$ cat config.mk
export PLATFORM = sky130hd
export DESIGN_NAME = bcd_to_bin_seq
export DESIGN_NICKNAME = d
export VERILOG_FILES = /design/src/rtl/bcd_pkg.sv /design/src/rtl/bcd_to_bin_seq_mul10_add.sv /design/src/rtl/bcd_to_bin_seq.sv
export SDC_FILE = /design/constraint.sdc
export NUM_CORES = 1
export LEC_CHECK = 0
export CORE_MARGIN = 2
export CORE_UTILIZATION = 40
export CTS_BUF_LIST = sky130_fd_sc_hd__clkbuf_8
export DETAILED_ROUTE_END_ITERATION = 12
export DONT_BUFFER_PORTS = 1
export PLACE_DENSITY = 0.58
export SYNTH_ARGS = -nofsm -noshare
export SYNTH_HDL_FRONTEND = slang
export SYNTH_HIERARCHICAL = 1
export SYNTH_SLANG_ARGS = --single-unit
$ cat constraint.sdc
create_clock -name clk -period 3.5 [get_ports clk]
set_input_delay 0.7 -clock clk [delete_from_list [all_inputs] [get_ports clk]]
set_output_delay 0.7 -clock clk [all_outputs]
set_load 0.05 [all_outputs]
$ cat src/rtl/bcd_pkg.sv
// Shared types and constants for the sequential BCD-to-binary converter.
package bcd_pkg;

    typedef enum logic [1:0] {
        IDLE = 2'd0,
        RUN  = 2'd1,
        DONE = 2'd2
    } state_t;

    localparam logic [3:0] BCD_MAX = 4'd9;

    // Smallest width w with 2**w > 10**digits - 1.
    function automatic int unsigned min_bin_w(input int unsigned digits);
        longint unsigned max_val;
        int unsigned     w;
        max_val = 64'd1;
        w       = 0;
        for (int unsigned i = 0; i < digits; i++) begin
            max_val = max_val * 64'd10;
        end
        max_val = max_val - 64'd1;
        while ((64'd1 << w) <= max_val) begin
            w++;
        end
        return w;
    endfunction

endpackage

$ cat src/rtl/bcd_to_bin_seq_mul10_add.sv
// Combinational acc*10 + digit built from two shifted copies of acc plus the digit.
module mul10_add #(
    parameter int unsigned BIN_W = 10
) (
    input  logic [BIN_W-1:0] acc_i,
    input  logic [3:0]       digit_i,
    output logic [BIN_W-1:0] result_o
);

    always_comb begin
        result_o = (acc_i << 3) + (acc_i << 1) + BIN_W'(digit_i);
    end

endmodule

$ cat src/rtl/bcd_to_bin_seq.sv
// Sequential BCD-to-binary converter: one digit per clock, MSD first, with start/busy/done/err.
module bcd_to_bin_seq
    import bcd_pkg::*;
#(
    parameter int unsigned DIGITS = 3,
    parameter int unsigned BIN_W  = 10
) (
    input  logic                  clk,
    input  logic                  rst,
    input  logic                  start,
    input  logic [4*DIGITS-1:0]   bcd_in,
    output logic                  busy,
    output logic                  done,
    output logic [BIN_W-1:0]      bin_out,
    output logic                  err
);

    localparam int unsigned IDX_W = (DIGITS > 1) ? $clog2(DIGITS) : 1;
    localparam logic [IDX_W-1:0] IDX_MAX = IDX_W'(DIGITS - 1);

    if (BIN_W < min_bin_w(DIGITS)) begin : g_bad_width
        $error("bcd_to_bin_seq: BIN_W too small for DIGITS");
    end

    state_t                state_q, state_d;
    logic [IDX_W-1:0]      idx_q, idx_d;
    logic [BIN_W-1:0]      acc_q, acc_d;
    logic [4*DIGITS-1:0]   shadow_q, shadow_d;
    logic                  err_pend_q, err_pend_d;
    logic                  done_q, done_d;
    logic [BIN_W-1:0]      bin_q, bin_d;
    logic                  err_q, err_d;

    logic [3:0]            digit;
    logic                  bad_nibble;
    logic [BIN_W-1:0]      acc_next;

    mul10_add #(.BIN_W(BIN_W)) u_mul10 (
        .acc_i    (acc_q),
        .digit_i  (digit),
        .result_o (acc_next)
    );

    always_comb begin
        digit      = '0;
        bad_nibble = 1'b0;
        for (int unsigned i = 0; i < DIGITS; i++) begin
            if (bcd_in[4*i +: 4] > BCD_MAX) begin
                bad_nibble = 1'b1;
            end
            if (idx_q == IDX_W'(i)) begin
                digit = shadow_q[4*i +: 4];
            end
        end
    end

    // done/bin_out/err are registered on the DONE->IDLE edge, so the pulse lands one cycle after DONE.
    always_comb begin
        state_d    = state_q;
        idx_d      = idx_q;
        acc_d      = acc_q;
        shadow_d   = shadow_q;
        err_pend_d = err_pend_q;
        done_d     = 1'b0;
        bin_d      = bin_q;
        err_d      = err_q;
        case (state_q)
            IDLE: begin
                if (start) begin
                    shadow_d   = bcd_in;
                    idx_d      = IDX_MAX;
                    acc_d      = '0;
                    err_pend_d = bad_nibble;
                    state_d    = bad_nibble ? DONE : RUN;
                end
            end
            RUN: begin
                acc_d = acc_next;
                if (idx_q == '0) begin
                    state_d = DONE;
                end else begin
                    idx_d = idx_q - 1'b1;
                end
            end
            DONE: begin
                done_d  = 1'b1;
                bin_d   = err_pend_q ? '0 : acc_q;
                err_d   = err_pend_q;
                state_d = IDLE;
            end
            default: state_d = IDLE;
        endcase
    end

    always_ff @(posedge clk) begin
        if (rst) begin
            state_q    <= IDLE;
            idx_q      <= IDX_MAX;
            acc_q      <= '0;
            shadow_q   <= '0;
            err_pend_q <= 1'b0;
            done_q     <= 1'b0;
            bin_q      <= '0;
            err_q      <= 1'b0;
        end else begin
            state_q    <= state_d;
            idx_q      <= idx_d;
            acc_q      <= acc_d;
            shadow_q   <= shadow_d;
            err_pend_q <= err_pend_d;
            done_q     <= done_d;
            bin_q      <= bin_d;
            err_q      <= err_d;
        end
    end

    assign busy    = (state_q != IDLE);
    assign done    = done_q;
    assign bin_out = bin_q;
    assign err     = err_q;

endmodule
==> impl_metrics.py, run 1 <==
metrics = {
    "synthesis": {
        "synth_edf_count": 0,
        "async_flop_share_pct": 0,
        "ys_ff_latch": 39,
        "syn_nets": 277,
        "yosys_warnings": 6,
        "synth_ff_type": "dfxtp_1",
        "synthesis.area_mm2": 0.002038,
        "syn_avg_cell_area_um2": 8.388,
        "synth_cell_types": 35,
        "ys_seq_area_share_pct": 38.31,
        "netlist_instances": 243,
    },
    "pwr": {
        "combinationalPowerShare_pct": 7.9,
        "switching_share_pct": 24.18,
        "p_int_w": 0.0007141,
        "seq_power_share_pct": 50.4,
        "pwr-share-clk_pct": 41.7,
        "p_sw_w": 0.0002278,
        "peakVddDrop_v": 0.0003018,
        "p_leak_nw": 0.8701,
        "pwr_density_cell_mw_per_mm2": 434.7,
    },
    "run_status": {
        "outcome": "finished, final reports clean",
    },
    "die": {
        "die_x_um": 75.38,
        "core_area_mm2": 0.004817,
        "ios": 28,
        "die_area_mm2": 0.005682,
        "die_h_um": 75.38,
        "start_util_pct": 42.31,
        "rows": 25,
    },
    "setup_path": {
        "cp-start-kind": "flop",
        "cp_data_arrival_time_ns": 3.23,
        "critical_path_class": "reg -> reg",
        "startpoint": "idx_q[1]",
        "worstSetupEndpointType": "flop",
        "cp_max_fo": 9,
        "r2r_slack_ns": 0.51,
        "worstPathRequired_ns": 3.73,
        "r2r-start": "idx_q[1]",
        "reg2reg_depth": 15,
        "r2r-end": "acc_q[8]",
    },
    "clocking": {
        "root_buffer": "clkbuf_8",
        "numCtsBuffers": 5,
        "cts.clk_slew.worst_paths_ns": 0.08,
        "cts_hold_repair.buffers": 0,
        "post_cts_buffers": 0,
        "cts_max_path_buffers": 2,
        "clock_latency_ns": 0.29,
        "ctsResizeCount": 0,
        "cts_tree": "built",
        "htree_levels": 2,
        "clock-sinks": 39,
    },
    "final_layout": {
        "syn_to_final_growth_pct": 6.323,
        "post-route-util_pct": 44.99,
        "ff_latch_area_um2": 780.7,
        "drive_above_1_share_pct": 7.173,
        "fillers": 528,
        "multiInputGateArea_mm2": 0.001147,
        "final_area_mm2": 0.002167,
        "diodes": 0,
        "num-nets-final": 270,
    },
    "placed_design": {
        "io_buffers": 0,
        "dpl_cell_area_mm2": 0.002049,
        "gp_congestion": 0.7630,
        "dp_hpwl_mm": 2.998,
    },
    "global_route": {
        "grt_pass1_vias": 1489,
        "grt_util_all_layers_pct": 15.66,
        "grt_pass1_wl_mm": 6.672,
        "grt_max_degree": 40,
        "antenna_found_initial": 0,
        "grt_overflow": 0,
    },
    "timing": {
        "finalSetupViolCount": 0,
        "final.period_utilization_pct": 85.50,
        "finalMaxSlewViolations": 0,
        "slew_headroom_pct": 42.40,
        "max_freq_mhz": 334.2,
        "rsz0062_at_grt": "false",
        "worst_pin_slew_ns": 0.8640,
        "hold_violations": 0,
        "setup_tns_ns": 0,
        "period_needed_ns": 2.993,
        "fin_skew_ns": 0.004256,
    },
    "drt": {
        "drc_errors": 0,
        "routed_via_density": 5.168,
        "routed_wl_mm": 4.067,
        "firstDrtPassIters": 4,
        "drt_iter0_drc": 70,
        "final_antenna_net_count": 0,
        "num_vias": 1571,
        "wire_per_inst_um": 13.38,
    },
    "worst_hold_path": {
        "min_path_cells": 2,
        "worstHoldStart": "shadow_q[3]",
        "hp-class": "reg -> reg",
        "min_to": "shadow_q[3]",
    },
    "run": {
        "cap_violations": 0,
    },
}
## sequential cells by signal (all words and copies together) (netlist names)
signal / cells
shadow_q: 12
acc_q: 10
bin_out: 10
idx_q: 2
state_q: 2
done: 1
err: 1
err_pend_q: 1
## placed cells by master, fill, tap and decap left out, drive strengths merged
cell and n:
nor3b 1, nand3 10, a21oi 44, nor2b 3, clkinv 1, o31ai 1
a41oi 1, and3b 4, nand4 1, nor4b 1, a21o 1, nand3b 10
a311o 1, xnor2 5, clkbuf 6, inv 10, o211ai 2, xor2 3
or2 1, ha 17, o21ai 8, or3 1, dfxtp 39, nor2 2
bufinv 1, or3b 1, fa 2, a211oi 1, nand2b 3, o211a 1
o21a 1, nand2 54
## per-layer routing
layer	vias up	GRT usage, %	part of all wire (%)
met5	-	0	0
met4	0	6.433	1.6
met3	6	3.836	3.0
met2	21	27.92	51
met1	735	17.82	44
li1	809	-	-
## final cells by class
class / count / area share, %
sequential: 39 / 36.03
clock buffer: 6 / 3.811
inverter: 10 / 1.732
tap: 67 / 3.868
multi-input combinational: 180 / 52.94
clock inverter: 2 / 1.617
## power groups by stage
stage               clock [W]  combinational, W  sequential [W]
floorplan                   0         0.0000750        0.000479
global placement            0         0.0000750        0.000485
detailed placement          0         0.0000758        0.000485
CTS                  0.000402         0.0000760        0.000475
global route         0.000417         0.0000853        0.000477
finish               0.000393         0.0000745        0.000475
## critical path, cell delays in order (launching register included)
cell and delay (ns):
dfxtp_1 0.32, inv_1 0.10, ha_1 0.32, and3b_1 0.20, a21oi_1 0.04, o21ai_0 0.14
inv_1 0.07, fa_1 0.47, inv_1 0.07, fa_1 0.47, a21oi_2 0.18, o211ai_2 0.09
a21oi_2 0.15, xnor2_1 0.12, nand2_1 0.06, a21oi_1 0.13
## cell usage after synthesis, drive strengths merged (4+ instances only)
cell type	number	area, µm²
ha	17	212.7
buf	9	53.80
o21ai	8	40.03
inv	10	37.54
nand3	10	50.05
nand3b	10	75.07
nand2	54	202.7
dfxtp	39	780.8
clkbuf	5	18.77
a21oi	44	231.5
and3b	4	35.03
xnor2	5	43.79
## worst max-delay path by stage
stage	cells past startpoint	slack, ns	to
floorplan	15	0.73	acc_q[8]
global placement	15	0.59	acc_q[8]
detailed placement	15	0.49	acc_q[8]
CTS	15	0.49	acc_q[8]
global route	15	0.29	acc_q[7]
finish	15	0.51	acc_q[8]
## per-stage QoR
| step | hold WS (ns) | power (W) | setup slack (ns) | cells |
|---|---|---|---|---|
| finish | 0.4502 | 0.0009419 | 0.5074 | 304 |
| global route | 0.4517 | 0.0009792 | 0.2851 | 304 |
| CTS | 0.4479 | 0.0009528 | 0.4862 | 304 |
| detailed placement | 0.4373 | 0.0005608 | 0.4931 | 296 |
| global placement | 0.4408 | 0.0005597 | 0.5883 | 296 |
| floorplan | 0.4320 | 0.0005542 | 0.7281 | 243 |
## cell families (layout without fill, tap and decap cells)
logic type               after synthesis  in the layout  share of synthesized area [%]
AND/OR/NAND/NOR                       92             92                          22.41
AO/OA/AOI/OAI                         61             61                          18.05
flip-flops                            39             39                          38.31
buffers and inverters                 24             18                          5.402
adder cells (fa/ha/maj)               19             19                          12.40
XOR/XNOR                               8              8                          3.438
No activity file was read; power rests on OpenSTA's default activity.
==> run 2: changes to the inputs <==
clock period = 3.79 ns   (was 3.5 ns; I/O delays follow)
==> impl_metrics.py, run 2 (synthesized netlist as in run 1, its figures left out) <==
metrics = {
    "clocking": {
        "root_buffer": "clkbuf_8",
        "cts_hold_repair.buffers": 0,
        "clock_latency_ns": 0.30,
        "numCtsBuffers": 5,
        "cts_tree": "built",
        "cts.clk_slew.worst_paths_ns": 0.08,
        "ctsResizeCount": 0,
        "htree_levels": 2,
        "cts_max_path_buffers": 2,
        "clock-sinks": 39,
        "post_cts_buffers": 0,
    },
    "worst_hold_path": {
        "hp-class": "reg -> reg",
        "worstHoldStart": "shadow_q[3]",
    },
    "die": {
        "start_util_pct": 42.31,
        "core_area_mm2": 0.004817,
        "rows": 25,
        "die_h_um": 75.38,
        "ios": 28,
        "die_area_mm2": 0.005682,
        "die_x_um": 75.38,
    },
    "final_layout": {
        "drive_above_1_share_pct": 6.751,
        "syn_to_final_growth_pct": 5.463,
        "post-route-util_pct": 44.62,
        "fillers": 510,
        "layout_common_cells": "nand2_1 (54), a21oi_1 (41), dfxtp_1 (39), ha_1 (17), inv_1 (11)",
        "largest_register": "shadow_q",
        "final_area_mm2": 0.002150,
        "largest_register_ffs": 12,
        "num-nets-final": 270,
        "diodes": 0,
        "layout_commonest_cell": "nand2_1",
    },
    "drt": {
        "drt_iter0_drc": 78,
        "routed_wl_mm": 4.004,
        "firstDrtPassIters": 4,
        "drc_errors": 0,
        "routed_via_density": 5.151,
        "num_vias": 1566,
        "final_antenna_net_count": 0,
        "wire_per_inst_um": 13.17,
    },
    "global_route": {
        "grt_overflow": 0,
        "grt_util_all_layers_pct": 15.37,
        "grt_pass1_wl_mm": 6.555,
        "grt_pass1_vias": 1492,
        "grt_max_degree": 40,
        "antenna_found_initial": 0,
    },
    "setup_path": {
        "worstSetupEndpointType": "flop",
        "critical_path_class": "reg -> reg",
        "cp_data_arrival_time_ns": 3.20,
        "startpoint": "idx_q[1]",
        "r2r-end": "acc_q[8]",
        "cp-start-kind": "flop",
        "worstPathRequired_ns": 4.02,
        "timing.critical_path.to": "acc_q[8]",
        "cp_max_fo": 9,
        "r2r_slack_ns": 0.82,
        "r2r-start": "idx_q[1]",
        "reg2reg_depth": 15,
    },
    "timing": {
        "finalMaxSlewViolations": 0,
        "worst_pin_slew_ns": 0.9031,
        "setup_tns_ns": 0,
        "slew_headroom_pct": 39.79,
        "period_needed_ns": 2.966,
        "finalSetupViolCount": 0,
        "rsz0062_at_grt": "false",
        "final.period_utilization_pct": 78.26,
        "max_freq_mhz": 337.1,
        "hold_violations": 0,
        "fin_skew_ns": 0.007019,
    },
    "pwr": {
        "peakVddDrop_v": 0.0002385,
        "p_leak_nw": 0.8646,
        "pwr_density_cell_mw_per_mm2": 379.4,
        "power_w": 0.0008156,
    },
    "run": {
        "cap_violations": 0,
    },
    "placed_design": {
        "dp_hpwl_mm": 2.966,
        "io_buffers": 0,
        "dpl_cell_area_mm2": 0.002049,
        "gp_congestion": 0.7629,
    },
    "run_status": {
        "outcome": "finished, final reports clean",
    },
}
-- run 2: changes by cell type in the layout (fill, tap and decap cells not counted) --
cell       before  now
clkinv_2        1    0
inv_1          10   11
clkbuf_8        6    7
bufinv_16       1    0
-- run 2: per-layer routing --
metal	up-vias	GRT usage, %	part of all wire [%]
met1	731	17.06	44
met5	-	0	0
met3	7	4.630	3.4
met4	0	5.263	1.3
met2	19	27.83	51
li1	809	-	-
-- run 2: through the flow --
step	setup slack, ns	hold slack, ns	cells
finish	0.8239	0.4501	304
global route	0.5344	0.4802	304
CTS	0.8046	0.4512	304
detailed placement	0.8163	0.4412	296
global placement	0.8782	0.4408	296
floorplan	1.018	0.4320	243
-- run 2: how the worst min path moves through the flow --
stage / endpoint / slack (ns) / depth (start not counted)
after CTS: shadow_q[3] / 0.45 / 2
final: shadow_q[3] / 0.45 / 2
after global placement: shadow_q[3] / 0.44 / 2
after global routing: shadow_q[5] / 0.48 / 2
after floorplan: shadow_q[0] / 0.43 / 2
after detailed placement: shadow_q[3] / 0.44 / 2
-- run 2: worst max-delay path: stages, from the launching register on --
cell,delay [ns]
dfxtp_1,0.31
inv_1,0.10
ha_1,0.31
and3b_1,0.20
a21oi_1,0.04
o21ai_0,0.14
inv_1,0.07
fa_1,0.47
inv_1,0.07
fa_1,0.47
a21oi_2,0.18
o211ai_2,0.09
a21oi_2,0.15
xnor2_1,0.12
nand2_1,0.06
a21oi_1,0.13
-- run 2: area by class of cell --
class,count,area [µm²],area share [%]
inverters,10,37.54,1.746
flip-flops and latches,39,780.7,36.32
clock buffers,7,96.34,4.482
clock inverters,1,3.754,0.1746
well taps,67,83.83,3.900
multi-input cells,180,1147,53.38
-- run 2: power breakdown --
part / switching [W] / internal [W]
logic: 0.0000453 / 0.0000233
registers: 0.0000150 / 0.000423
clock network: 0.000146 / 0.000163
total: 0.000206 / 0.000610
==> run 3: changes to the inputs <==
PLACE_DENSITY = 0.6   (was 0.58)
clock period = 2.5 ns   (was 3.79 ns; I/O delays follow)
==> impl_metrics.py, run 3 (synthesized netlist as in run 1, its figures left out) <==
metrics = {
    "run_status": {
        "outcome": "complete, but fails checks",
        "violations": "negative setup slack",
    },
    "clocking": {
        "clock_latency_ns": 0.30,
        "cts.clk_slew.worst_paths_ns": 0.08,
        "cts_max_path_buffers": 2,
        "root_buffer": "clkbuf_8",
        "cts_tree": "built",
        "htree_levels": 2,
        "numCtsBuffers": 5,
        "cts_hold_repair.buffers": 0,
        "clock-sinks": 39,
    },
    "drt": {
        "num_vias": 1654,
        "wire_per_inst_um": 14.08,
        "firstDrtPassIters": 4,
        "final_antenna_net_count": 0,
        "routed_via_density": 5.201,
        "routed_wl_mm": 4.476,
        "drc_errors": 0,
        "drt_iter0_drc": 59,
    },
    "global_route": {
        "grt_overflow": 0,
        "grtUsageMet2_pct": 29.47,
        "grt_util_all_layers_pct": 16.90,
        "busiest_layer": "met2",
        "antenna_found_initial": 0,
        "met3_usage_pct": 4.630,
        "grt_use_met1_pct": 19.71,
        "grt_pass1_wl_mm": 7.182,
        "grt_pass1_vias": 1586,
        "grt_max_degree": 40,
    },
    "setup_path": {
        "r2r-start": "idx_q[1]",
        "worstSetupEndpointType": "flop",
        "r2r_slack_ns": -0.16,
        "worstPathRequired_ns": 2.74,
        "reg2reg_depth": 15,
        "critPathBufInv": 3,
        "cp_data_arrival_time_ns": 2.90,
        "critical_path_class": "reg -> reg",
        "cp_slowest_stage_delay_ns": 0.51,
        "r2r-end": "acc_q[8]",
        "cpMostUsedCell": "a21oi_2",
        "cp_top_family": "adder cells",
        "cp_max_fo": 3,
        "cp-start-kind": "flop",
        "crit_chain": "inv_4, ha_4, and3b_1, a21oi_1, o21ai_1, inv_1, fa_1, inv_2, fa_2, a21oi_2, o211ai_2, a21oi_2, xnor2_1, nand2_1, a21oi_2",
        "startpoint": "idx_q[1]",
        "crit_slowest_cell": "fa_1",
    },
    "timing": {
        "final.period_utilization_pct": 106.4,
        "finalSetupViolCount": 6,
        "worst_pin_slew_ns": 0.9218,
        "holdWs_ns": 0.2539,
        "period_needed_ns": 2.660,
        "finalMaxSlewViolations": 0,
        "hold_violations": 0,
        "rsz0062_at_grt": "true",
        "max_freq_mhz": 376.0,
        "slew_headroom_pct": 38.55,
        "setup_ws_ns": -0.1596,
        "fin_skew_ns": 0.01056,
    },
    "final_layout": {
        "syn_to_final_growth_pct": 17.25,
        "num-nets-final": 284,
        "diodes": 0,
        "drive_above_1_share_pct": 19.12,
        "largest_register": "shadow_q",
        "largest_register_ffs": 12,
        "layout_common_cells": "nand2_1 (54), dfxtp_1 (37), a21oi_1 (36), ha_1 (13), buf_4 (11)",
        "final_cell_count_no_fill": 318,
        "layout_commonest_cell": "nand2_1",
    },
    "worst_hold_path": {
        "hp-class": "in -> reg",
        "min_to": "acc_q[4]",
        "min_path_cells": 1,
        "worstHoldStart": "rst",
    },
    "die": {
        "die_area_mm2": 0.005682,
        "ios": 28,
        "die_h_um": 75.38,
        "start_util_pct": 42.31,
        "rows": 25,
        "core_area_mm2": 0.004817,
        "die_x_um": 75.38,
    },
    "pwr": {
        "peakVddDrop_v": 0.0003647,
        "pwr_density_cell_mw_per_mm2": 565.5,
        "p_sw_w": 0.0003393,
        "pwr-share-clk_pct": 41.6,
        "seq_power_share_pct": 49.2,
        "combinationalPowerShare_pct": 9.2,
        "switching_share_pct": 25.10,
        "power_w": 0.001351,
        "p_int_w": 0.001012,
        "p_leak_nw": 0.9344,
    },
    "placed_design": {
        "io_buffers": 0,
        "place_ws_ns": -0.1980,
        "dp_hpwl_mm": 3.128,
        "place_inst": 304,
        "gp_congestion": 0.7927,
    },
    "run": {
        "cap_violations": 0,
    },
}
[run 3: cell types whose count changed in the layout (fill, tap and decap cells not counted), sizes merged]
cell	delta
clkinv	+1
buf	+14
bufinv	+1
clkbuf	-1
inv	-1
[run 3: power groups by stage]
stage / Sequential, W / Combinational [W] / Clock, W
global route: 0.000668 / 0.000138 / 0.000592
detailed placement: 0.000680 / 0.000119 / 0
finish: 0.000665 / 0.000124 / 0.000563
CTS: 0.000665 / 0.000122 / 0.000567
floorplan: 0.000672 / 0.000108 / 0
global placement: 0.000679 / 0.000117 / 0
[run 3: final cells by class]
type / count / area (µm²)
fill: 498 / 2427
multi-input combinational: 180 / 1246
sequential: 39 / 785.8
timing repair buffer: 14 / 116.4
tap: 67 / 83.83
clock buffer: 6 / 82.58
inverter: 10 / 40.04
clock inverter: 2 / 35.03
[run 3: metal layers]
metal / part of all wire [%] / vias up
met5: 0 / -
met4: 1.6 / 0
met3: 3.2 / 8
met2: 50 / 25
met1: 45 / 776
li1: - / 845
[run 3: metrics by stage]
step	utilization, %	setup TNS, ns	instance area, µm²
after floorplan	-	-0.08691	2071
after global placement	44.47	-0.6353	2142
after detailed placement	44.47	-0.7169	2142
after CTS	48.16	-0.8059	2320
after global routing	49.61	-1.650	2390
final	49.61	-0.7530	2390
[run 3: worst max-delay path by stage]
stage	endpoint	slack, ns	cells past startpoint
after floorplan	acc_q[7]	-0.03	15
after global placement	acc_q[9]	-0.20	15
after detailed placement	acc_q[9]	-0.20	15
after CTS	acc_q[7]	-0.18	15
after global routing	acc_q[8]	-0.35	15
final	acc_q[8]	-0.16	15
[run 3: worst reg2reg max path: stages, from the launching register on]
cell	delay, ns
dfxtp_2	0.36
inv_4	0.05
ha_4	0.15
and3b_1	0.20
a21oi_1	0.04
o21ai_1	0.12
inv_1	0.06
fa_1	0.51
inv_2	0.06
fa_2	0.35
a21oi_2	0.17
o211ai_2	0.09
a21oi_2	0.13
xnor2_1	0.12
nand2_1	0.08
a21oi_2	0.11
[run 3: repair_timing]
action	4_1_cts	5_1_grt
hold endpoints to repair	0	0
pin swaps	12	14
setup buffers	3	3
resized for setup	7	11
endpoints found under the setup margin	5	6
